$ cat src/rtl/ram_bist_pkg.sv
// ram_bist_pkg: shared types and constants for the RAM BIST controller.
//   - bist_state_e : sequencer states (idle, write/read/drain per pass, done)
//   - BIST_*       : default geometry and seed for the 64x8 RAM
//   - DEPTH        : RAM depth for the default geometry
//   - ERR_MAX      : saturation value of the mismatch counter
//   - pat()        : test data pattern for an address and polarity
package ram_bist_pkg;

    localparam int unsigned BIST_ADDR_W = 6;
    localparam int unsigned BIST_DATA_W = 8;
    localparam logic [BIST_DATA_W-1:0] BIST_SEED = 8'hA5;

    localparam int unsigned DEPTH   = 2 ** BIST_ADDR_W;
    localparam int unsigned ERR_MAX = 127;

    typedef enum logic [2:0] {
        StIdle,
        StW0,
        StR0,
        StD0,
        StW1,
        StR1,
        StD1,
        StDone
    } bist_state_e;

    // Computed at 32 bits so any DATA_W up to 32 can use it; callers truncate.
    function automatic logic [31:0] pat(input logic [31:0] seed, input logic [31:0] addr,
                                        input logic inv);
        return seed ^ addr ^ (inv ? 32'hFFFF_FFFF : 32'h0000_0000);
    endfunction

endpackage

$ cat src/rtl/bist_err_capture.sv
// bist_err_capture: read-data comparator, saturating mismatch counter and
// first-failure capture for the RAM BIST controller.
//   clk, rst   : clock, synchronous active-high reset
//   clr        : clear counter and capture registers (test start)
//   chk_v      : a read was issued last cycle; compare mem_dout now
//   exp_q      : expected data for that read
//   addr_q     : address of that read
//   mem_dout   : RAM read data
//   err_count  : mismatch count, saturating
//   fail_addr/fail_exp/fail_got : details of the first mismatch
module bist_err_capture
    import ram_bist_pkg::*;
#(
    parameter int unsigned ADDR_W = BIST_ADDR_W,
    parameter int unsigned DATA_W = BIST_DATA_W
) (
    input  logic              clk,
    input  logic              rst,
    input  logic              clr,
    input  logic              chk_v,
    input  logic [DATA_W-1:0] exp_q,
    input  logic [ADDR_W-1:0] addr_q,
    input  logic [DATA_W-1:0] mem_dout,
    output logic [6:0]        err_count,
    output logic [ADDR_W-1:0] fail_addr,
    output logic [DATA_W-1:0] fail_exp,
    output logic [DATA_W-1:0] fail_got
);

    localparam logic [6:0] ErrMaxC = 7'(ERR_MAX);

    logic mismatch;
    assign mismatch = chk_v && (mem_dout != exp_q);

    always_ff @(posedge clk) begin
        if (rst || clr) begin
            err_count <= '0;
            fail_addr <= '0;
            fail_exp  <= '0;
            fail_got  <= '0;
        end else if (mismatch) begin
            if (err_count != ErrMaxC) begin
                err_count <= err_count + 7'd1;
            end
            // A zero count means this is the first mismatch of the run.
            if (err_count == 7'd0) begin
                fail_addr <= addr_q;
                fail_exp  <= exp_q;
                fail_got  <= mem_dout;
            end
        end
    end

endmodule

$ cat src/rtl/ram_bist_ctrl.sv
// ram_bist_ctrl: built-in self-test sequencer for a synchronous RAM.
// Runs write-pattern, read/verify, write-inverse, read/verify and reports
// the result.
//   clk, rst   : clock, synchronous active-high reset
//   start      : begin a test (honoured only when idle or done)
//   busy, done : test running / test finished (done held until next start)
//   pass       : valid with done, 1 iff no mismatches
//   err_count  : saturating mismatch count
//   fail_addr/fail_exp/fail_got : first mismatch details
//   mem_addr, mem_cs, mem_rw, mem_din : RAM controls (rw 1=write)
//   mem_dout   : RAM read data, valid the cycle after a read
module ram_bist_ctrl
    import ram_bist_pkg::*;
#(
    parameter int unsigned           ADDR_W = BIST_ADDR_W,
    parameter int unsigned           DATA_W = BIST_DATA_W,
    parameter logic [DATA_W-1:0]     SEED   = BIST_SEED
) (
    input  logic              clk,
    input  logic              rst,
    input  logic              start,
    output logic              busy,
    output logic              done,
    output logic              pass,
    output logic [6:0]        err_count,
    output logic [ADDR_W-1:0] fail_addr,
    output logic [DATA_W-1:0] fail_exp,
    output logic [DATA_W-1:0] fail_got,
    output logic [ADDR_W-1:0] mem_addr,
    output logic              mem_cs,
    output logic              mem_rw,
    output logic [DATA_W-1:0] mem_din,
    input  logic [DATA_W-1:0] mem_dout
);

    bist_state_e       state_q, state_d;
    logic [ADDR_W-1:0] a_q, a_d;
    logic              chk_v_q, chk_v_d;
    logic [DATA_W-1:0] exp_q, exp_d;
    logic [ADDR_W-1:0] raddr_q, raddr_d;
    logic              clr;
    logic              last;
    logic              inv;
    logic [DATA_W-1:0] cur_pat;

    assign last    = (a_q == {ADDR_W{1'b1}});
    assign inv     = (state_q == StW1) || (state_q == StR1);
    assign cur_pat = DATA_W'(pat(32'(SEED), 32'(a_q), inv));

    always_comb begin
        state_d  = state_q;
        a_d      = a_q;
        chk_v_d  = 1'b0;
        exp_d    = exp_q;
        raddr_d  = raddr_q;
        clr      = 1'b0;
        mem_cs   = 1'b0;
        mem_rw   = 1'b0;
        mem_addr = '0;
        mem_din  = '0;
        case (state_q)
            StIdle, StDone: begin
                if (start) begin
                    state_d = StW0;
                    a_d     = '0;
                    clr     = 1'b1;
                end
            end
            StW0, StW1: begin
                mem_cs   = 1'b1;
                mem_rw   = 1'b1;
                mem_addr = a_q;
                mem_din  = cur_pat;
                a_d      = a_q + 1'b1;
                if (last) begin
                    state_d = (state_q == StW0) ? StR0 : StR1;
                    a_d     = '0;
                end
            end
            StR0, StR1: begin
                mem_cs   = 1'b1;
                mem_addr = a_q;
                chk_v_d  = 1'b1;
                exp_d    = cur_pat;
                raddr_d  = a_q;
                a_d      = a_q + 1'b1;
                if (last) begin
                    state_d = (state_q == StR0) ? StD0 : StD1;
                    a_d     = '0;
                end
            end
            // Drain cycles let the final read's compare land before moving on.
            StD0: begin
                state_d = StW1;
                a_d     = '0;
            end
            StD1: begin
                state_d = StDone;
            end
            default: begin
                state_d = StIdle;
            end
        endcase
    end

    always_ff @(posedge clk) begin
        if (rst) begin
            state_q <= StIdle;
            a_q     <= '0;
            chk_v_q <= 1'b0;
            exp_q   <= '0;
            raddr_q <= '0;
        end else begin
            state_q <= state_d;
            a_q     <= a_d;
            chk_v_q <= chk_v_d;
            exp_q   <= exp_d;
            raddr_q <= raddr_d;
        end
    end

    assign busy = (state_q != StIdle) && (state_q != StDone);
    assign done = (state_q == StDone);
    assign pass = done && (err_count == 7'd0);

    bist_err_capture #(
        .ADDR_W (ADDR_W),
        .DATA_W (DATA_W)
    ) u_err_capture (
        .clk       (clk),
        .rst       (rst),
        .clr       (clr),
        .chk_v     (chk_v_q),
        .exp_q     (exp_q),
        .addr_q    (raddr_q),
        .mem_dout  (mem_dout),
        .err_count (err_count),
        .fail_addr (fail_addr),
        .fail_exp  (fail_exp),
        .fail_got  (fail_got)
    );

endmodule

$ cat config.mk
export PLATFORM = sky130hd
export DESIGN_NAME = ram_bist_ctrl
export DESIGN_NICKNAME = d
export VERILOG_FILES = /design/src/rtl/ram_bist_pkg.sv /design/src/rtl/bist_err_capture.sv /design/src/rtl/ram_bist_ctrl.sv
export SDC_FILE = /design/constraint.sdc
export NUM_CORES = 1
export LEC_CHECK = 0
export CAP_MARGIN = 0
export CORE_AREA = 2 2 84 86
export CTS_CLUSTER_DIAMETER = 200
export DETAILED_ROUTE_END_ITERATION = 16
export DIE_AREA = 0 0 86 88
export PLACE_DENSITY = 0.74
export REMOVE_ABC_BUFFERS = 1
export SYNTH_ARGS = -nofsm -noshare
export SYNTH_HDL_FRONTEND = slang
export SYNTH_SLANG_ARGS = --single-unit
$ cat constraint.sdc
create_clock -name clk -period 2.4 [get_ports clk]
set_clock_uncertainty 0.15 [all_clocks]
set_input_delay 0.24 -clock clk [delete_from_list [all_inputs] [get_ports clk]]
set_output_delay 0.24 -clock clk [all_outputs]
set_load 0.02 [all_outputs]
==> results by group, run 1 <==
Outcome
  – Outcome: complete, no violations

Clocking
  – Clk sink count: 53
  – CTS clk-pin slew, worst paths: 0.09 ns
  – CTS tree: yes
  – Cell at the root of the clock tree: clkbuf_8
  – Worst-Skew Late Latency: 0.31 ns
  – Hold buffer count at CTS: 0
  – Buffers from clock root to sink, at most: 2
  – Clock buffers created by TritonCTS: 5
  – CTS H-Tree Depth: 2

Finish
  – Final nets: 379
  – Area occupied by registers: 1060 µm²
  – Area of combinational cells with multiple inputs: 1430 µm²
  – Total inserted antenna cells: 0
  – Proportion of layout cells with a drive suffix above 1: 15.3%
  – Layout area overhead: 31.9%
  – Number of filler cells placed in the layout: 632

Logic synthesis
  – Commonest register cell after synthesis: dfxtp_1
  – Fraction of synthesized area in multiplexers: 10.9%
  – Mapped cell area: 2590 µm²
  – FFs w/ async S/R, synth: 0%
  – Post-synth cell types: 49
  – Synth Area in Compound Gates: 11.9%
  – Most frequently used cell type in the post-synthesis netlist: nor2_1
  – Cell types with the highest counts after synthesis: 61 x nor2_1, 53 x dfxtp_1, 26 x mux2i_1
  – Warnings from Yosys: 0
  – Seq cells post-synth: 53
  – Proportion of synthesized chip area in sequential cells: 41.0%
  – Post-synthesis instance total: 288
  – Mean post-synth cell area: 8.99 µm²
  – Area leader, netlist: dfxtp_1
  – Synth Area in Adders: 4.35%
  – Largest cells by area after synthesis: dfxtp_1 41%, mux2i_1 10%, nor2_1 8.8%
  – Area fraction in and, or, nand and nor cells after synthesis: 21.7%
  – Count of flip-flops with a built-in enable after synthesis: 0
  – Synthesized-area fraction occupied by xor and xnor cells: 5.07%
  – Main combinational cell family by area after synthesis: simple AND/OR/NAND/NOR gates
  – Portion of synthesized cell area occupied by the leading cell type: 41.0%

Routing
  – Vias post-DR: 2242
  – Total routed wirelength: 6190 µm
  – Detailed-router iteration count before antenna repair: 4
  – Avg WL per Cell: 14.1 µm
  – Per-cell via count in the routed design: 5.10
  – DRC errors left: 0
  – 1st-iter DRT viols: 148
  – Remaining antenna violation count: 0

Floorplan
  – IO Count: 59
  – Width of the die: 86 µm
  – Std-Cell Rows: 30
  – Placeable core area: 6640 µm²
  – Die footprint: 7570 µm²
  – Die boundary height: 88 µm
  – Starting density of the core: 39.0%

Timing
  – Achievable clock frequency: 435 MHz
  – Count of endpoints failing hold in the final timing report: 0
  – Max-slew violations: 0
  – Number of endpoints failing setup at the final stage: 0
  – Minimum clock period: 2.30 ns
  – Max_slew headroom: 43.3%
  – Period utilisation layout: 95.8%
  – Least-Margin Pin Slew: 0.850 ns
  – Final-layout worst hold slack: 0.307 ns
  – Aggregate negative setup slack: 0 ns

Worst setup path
  – Max stage delay on crit path: 0.60 ns
  – Worst path required time: 2.01 ns
  – Critical path fanouts, max: 3
  – Worst EP arrival: 1.91 ns
  – Crit path buf inv count: 3
  – Chain of cells forming the critical path: inv_1, ha_1, nor2b_1, buf_4, clkdlybuf4s50_1
  – Cell with the biggest individual delay on the critical path: clkdlybuf4s50_1
  – Kind of capture point of the worst setup path: primary output
  – CP startpoint kind: register
  – Worst Path Class, Setup: reg2out
  – Largest delay share family, worst path: buffers and inverters

Global routing
  – Antenna violations before repair: 0
  – Maximum number of pins on one net before global-route repair: 26
  – Leftover overflow at the end of global routing: 0
  – Number of global-route vias before repair: 2130
  – First-pass GRT wire length: 9980 µm
  – Total track usage: 16.6%

Power and ir drop
  – Worst vdd ir: 0.748 mV
  – Lkg Pwr: 1.33 nW
  – Power density relative to cell area: 900 nW/µm²

Place
  – HPWL reported at the end of detailed placement: 4410 µm
  – Count of buffers inserted at the top-level ports: 58
  – Last weighted congestion value of the routability-driven placer: 0.849

Worst hold path
  – Type of the worst min-delay path: reg2reg

Flow run
  – Max-cap violations: 0
==> kinds of logic (layout without fill, tap and decap cells) <==
kind of cell	count (synthesis)	in the layout
XOR/XNOR	15	15
flip-flops	53	53
multiplexers	28	28
AO/OA/AOI/OAI	41	42
buffers and inverters	28	99
adder cells (fa/ha/maj)	9	9
AND/OR/NAND/NOR	114	114
==> report_power, final <==
part           total [mW]  leakage, nW  switching [mW]  internal, mW
Combinational        1.50        0.856           0.870         0.633
Clock               0.497       0.0439           0.295         0.202
Sequential           1.08        0.429          0.0990         0.979
Total                3.08         1.33            1.26          1.81
==> per-layer routing <==
metal | vias to the layer above | global-route usage (%) | part of all wire, %
li1 | 1123 | - | -
met1 | 1069 | 20.8 | 46
met2 | 45 | 28.6 | 48
met3 | 5 | 3.30 | 4.1
met4 | 0 | 5.19 | 1.2
met5 | - | 0 | 0
==> flip-flops by register name (all words and copies together), names as in the netlist <==
| name | cells |
|---|---|
| exp_q | 8 |
| u_err_capture.fail_exp | 8 |
| u_err_capture.fail_got | 8 |
| u_err_capture.err_count | 7 |
| a_q | 6 |
| raddr_q | 6 |
| u_err_capture.fail_addr | 6 |
| state_q | 3 |
| chk_v_q | 1 |
==> placed cells by master (no fill, tap or decap), types with 4 or more instances in the layout <==
cell type and instances:
a211oi_1 4, a21oi_1 15, and3_1 4, buf_4 15, clkbuf_2 9, clkbuf_8 5, clkdlybuf4s50_1 42, dfxtp_1 52
ha_1 7, inv_1 16, mux2i_1 26, nand2_1 15, nand3_1 6, nor2_1 60, nor2b_1 8, nor3_1 4
xnor2_1 5, xor2_1 9
==> per-stage QoR <==
step	worst slack, ns	std cells	instance area, µm²	total power [mW]	util [%]
floorplan	-0.296	276	2520	2.02	-
global placement	-0.0442	429	3330	2.55	50.1
detailed placement	-0.110	429	3330	2.58	50.1
CTS	0.0226	437	3400	3.04	51.2
global route	-0.00433	440	3420	3.30	51.4
finish	0.101	440	3420	3.08	51.4
==> worst register-to-register path, cell delays in order, from the launching register on <==
cell and delay (ns):
dfxtp_1 0.37, inv_1 0.09, ha_1 0.14, nor2b_1 0.16, nand3_1 0.20, a21oi_2 0.68
mux2i_1 0.27, nor2_1 0.07
==> final cells by class <==
class,instances,share of cell area (%)
Tap cell,80,2.93
Inverter,16,1.76
Timing Repair Buffer,75,19.9
Multi-Input combinational cell,208,41.7
Sequential cell,53,31.2
Clock inverter,3,0.513
Clock buffer,5,2.01
==> timing repair <==
item,CTS,global route
pin swaps,0,0
setup endpoints to repair,16,26
gates resized for setup,16,28
cloned,0,1
buffers inserted,0,2
==> path summary, 6_finish.rpt <==
path                                                  from                          to  slack, ns  cells past startpoint
worst max-delay path                            state_q[1]                  mem_din[7]       0.10                      5
worst max register to register  u_err_capture.err_count[0]  u_err_capture.fail_addr[3]       0.18                      7
worst min-delay path                            raddr_q[1]                  raddr_q[1]       0.31                      2
worst min register to register                  raddr_q[1]                  raddr_q[1]       0.31                      2
Power figures use the tool's default switching activity.
==> run 2, diff against run 1 <==
--- a/config.mk
+++ b/config.mk
@@ -12,6 +12,7 @@
 export DIE_AREA = 0 0 86 88
 export PLACE_DENSITY = 0.74
 export REMOVE_ABC_BUFFERS = 1
+export SKIP_CTS_REPAIR_TIMING = 1
 export SYNTH_ARGS = -nofsm -noshare
 export SYNTH_HDL_FRONTEND = slang
 export SYNTH_SLANG_ARGS = --single-unit
==> run 2 against run 1 <==
Net effect: via count fell by 0.45%; non-clock buffer count down 2; largest power group unchanged; final area increased by 0.77%; combinational power about the same; critical endpoint is now mem_cs; wire length decreased by 0.81%; largest cell class unchanged; sequential share of layout area is 0.31 points lower.
==> results by group, run 2 (synthesized netlist as in run 1, its figures left out) <==
Global routing
  – Leftover overflow at the end of global routing: 0 (unchanged)
  – Maximum number of pins on one net before global-route repair: 26 (unchanged)
  – First-pass GRT wire length: 9940 µm (-0.48%)
  – Number of global-route vias before repair: 2144 (+0.66%)
  – Antenna violations before repair: 0 (unchanged)
  – Total track usage: 16.5% (-0.099 points)

Finish
  – Most common library cell in the layout ignoring fill and taps: nor2_1
  – Most used cells in the layout excluding fill and tap cells: 61 x nor2_1, 52 x dfxtp_1, 42 x clkdlybuf4s50_1, 26 x mux2i_1, 16 x inv_1
  – Post-route insts no fill: 438 (-0.45%)
  – Proportion of layout cells with a drive suffix above 1: 12.0% (-3.3 points)
  – Largest regs: exp_q: 8 flops, u_err_capture.fail_exp: 8 flops, u_err_capture.fail_got: 8 flops
  – Final nets: 377 (-0.53%)
  – Post-route cell area: 3440 µm² (+0.77%)
  – Total inserted antenna cells: 0 (unchanged)
  – Layout area overhead: 32.9%

Timing
  – Max_slew headroom: 43.5% (+0.20 points)
  – Achievable clock frequency: 444 MHz (+2.0%)
  – Final Worst Setup Slack: 0.145 ns (+0.0442 ns)
  – Least-Margin Pin Slew: 0.847 ns (-0.00294 ns)
  – Number of endpoints failing setup at the final stage: 0 (unchanged)
  – Count of endpoints failing hold in the final timing report: 0 (unchanged)
  – Final-layout worst hold slack: 0.309 ns (+0.00223 ns)
  – Period utilisation layout: 93.9% (-1.8 points)
  – Max-slew violations: 0 (unchanged)
  – Minimum clock period: 2.25 ns (-0.0442 ns)

Flow run
  – Max-cap violations: 0 (unchanged)

Floorplan
  – Placeable core area: 6640 µm² (unchanged)
  – Std-Cell Rows: 30 (unchanged)
  – Die footprint: 7570 µm² (unchanged)
  – Width of the die: 86 µm (unchanged)
  – Die boundary height: 88 µm (unchanged)
  – IO Count: 59 (unchanged)
  – Starting density of the core: 39.0% (unchanged)

Clocking
  – Worst-Skew Late Latency: 0.31 ns (about the same)
  – CTS tree: yes
  – Cell at the root of the clock tree: clkbuf_8
  – CTS H-Tree Depth: 2 (unchanged)
  – CTS clk-pin slew, worst paths: 0.09 ns (about the same)
  – Clk sink count: 53 (unchanged)
  – Buffers from clock root to sink, at most: 2 (unchanged)
  – Clock buffers created by TritonCTS: 5 (unchanged)

Place
  – Count of buffers inserted at the top-level ports: 58 (unchanged)
  – Placed Instance Area: 3330 µm² (unchanged)
  – Last weighted congestion value of the routability-driven placer: 0.849 (unchanged)
  – Post-placement cell count: 429 (unchanged)
  – HPWL reported at the end of detailed placement: 4410 µm (unchanged)
  – Setup WS pre-CTS: -0.110 ns (unchanged)

Worst setup path
  – Worst path required time: 2.01 ns (about the same)
  – Kind of capture point of the worst setup path: primary output
  – Chain of cells forming the critical path: inv_1, ha_1, and2_1, nor3_2, buf_4, inv_1, dlymetal6s2s_1
  – Worst Path Class, Setup: reg2out
  – CP startpoint kind: register
  – Slack of the worst reg-to-reg path: 0.19 ns (about the same)
  – Cell with the biggest individual delay on the critical path: dfxtp_2
  – Worst EP arrival: 1.86 ns (-0.05 ns)
  – Worst reg2reg endpoint: u_err_capture.fail_addr[3]
  – Max stage delay on crit path: 0.38 ns (-0.22 ns)
  – Most common cell type on the critical path: inv_1
  – Critical path fanouts, max: 12 (+9)
  – FF-to-FF path depth: 7 (unchanged)
  – Reg-to-reg startpoint: u_err_capture.err_count[0]

Routing
  – Total routed wirelength: 6140 µm (-0.81%)
  – Vias post-DR: 2232 (-0.45%)
  – DRC errors left: 0 (unchanged)
  – Remaining antenna violation count: 0 (unchanged)
  – Per-cell via count in the routed design: 5.10 (about the same)
  – Detailed-router iteration count before antenna repair: 4 (unchanged)
  – Avg WL per Cell: 14.0 µm (-0.36%)
  – 1st-iter DRT viols: 126 (-15%)

Power and ir drop
  – Power density relative to cell area: 885 nW/µm² (-1.7%)
  – Worst vdd ir: 0.740 mV (-1.1%)
  – Lkg Pwr: 1.48 nW (+11%)
  – Power consumption: 3.05 mW (-0.90%)

Worst hold path
  – Type of the worst min-delay path: reg2reg
  – Worst hold path stage count: 2 (unchanged)
  – Endpoint of the worst hold path: raddr_q[1]
  – Hold path startpoint: raddr_q[1]

Outcome
  – Outcome: complete, no violations
-- run 2: cell count changes in the layout (fill, tap and decap cells not counted), moves of 2 or more --
cell	previous run	this run
dlymetal6s2s_1	2	13
clkbuf_2	9	3
dlygate4sd2_1	3	0
clkdlybuf4s15_1	2	0
-- run 2: layer usage --
layer / track usage [%] / wire (µm) / vias up
met5: 0 / 0 / -
met1: 20.7 / 2800 / 1052
li1: - / - / 1120
met3: 3.30 / 310 / 5
met4: 5.19 / 72 / 0
met2: 28.4 / 2950 / 55
-- run 2: metrics by stage --
step           util [%]  setup TNS (ns)
2_1_floorplan         -           -2.56
3_3_place_gp       50.1          -0.771
3_5_place_dp       50.1           -2.11
6_report           51.8               0
4_1_cts            51.4           -3.55
5_1_grt            51.8         -0.0163
-- run 2: worst max-delay path by stage --
stage	startpoint	end	slack [ns]	depth (start not counted)
floorplan	state_q[0]	u_err_capture.err_count[3]	-0.30	6
global placement	mem_dout[7]	u_err_capture.fail_got[4]	-0.04	6
detailed placement	mem_dout[4]	u_err_capture.fail_exp[2]	-0.11	6
CTS	state_q[0]	mem_din[5]	-0.28	7
global route	state_q[0]	mem_cs	-0.02	7
finish	state_q[0]	mem_cs	0.15	7
-- run 2: final cells by class --
| type | count | area (µm²) |
|---|---|---|
| Clock buffer | 5 | 68.8 |
| Clock inverter | 3 | 17.5 |
| Fill cell | 619 | 3200 |
| Inverter | 16 | 60.1 |
| Multi-Input combinational cell | 208 | 1410 |
| Sequential cell | 53 | 1060 |
| Tap cell | 80 | 100 |
| Timing Repair Buffer | 73 | 723 |
-- run 2: power by group --
| part | switching, mW | total, mW | leakage (nW) | internal, mW |
|---|---|---|---|---|
| clock | 0.301 | 0.503 | 0.0439 | 0.202 |
| combinational | 0.856 | 1.47 | 1.01 | 0.618 |
| sequential | 0.0962 | 1.07 | 0.428 | 0.976 |
-- run 2: critical path, delay by kind of cell (launching register included) --
kind / cells / cell delay, ns
adders and majority gates: 1 / 0.24
buffers and inverters: 4 / 0.56
DFF: 1 / 0.38
and+or+nand+nor: 2 / 0.38
==> run 3, diff against run 2 <==
--- a/config.mk
+++ b/config.mk
@@ -7,7 +7,6 @@
 export LEC_CHECK = 0
 export CAP_MARGIN = 0
 export CORE_AREA = 2 2 84 86
-export CTS_CLUSTER_DIAMETER = 200
 export DETAILED_ROUTE_END_ITERATION = 16
 export DIE_AREA = 0 0 86 88
 export PLACE_DENSITY = 0.74
==> results of run 3 <==
No change in the layout: final DEF, timing and power equal those of run 2.
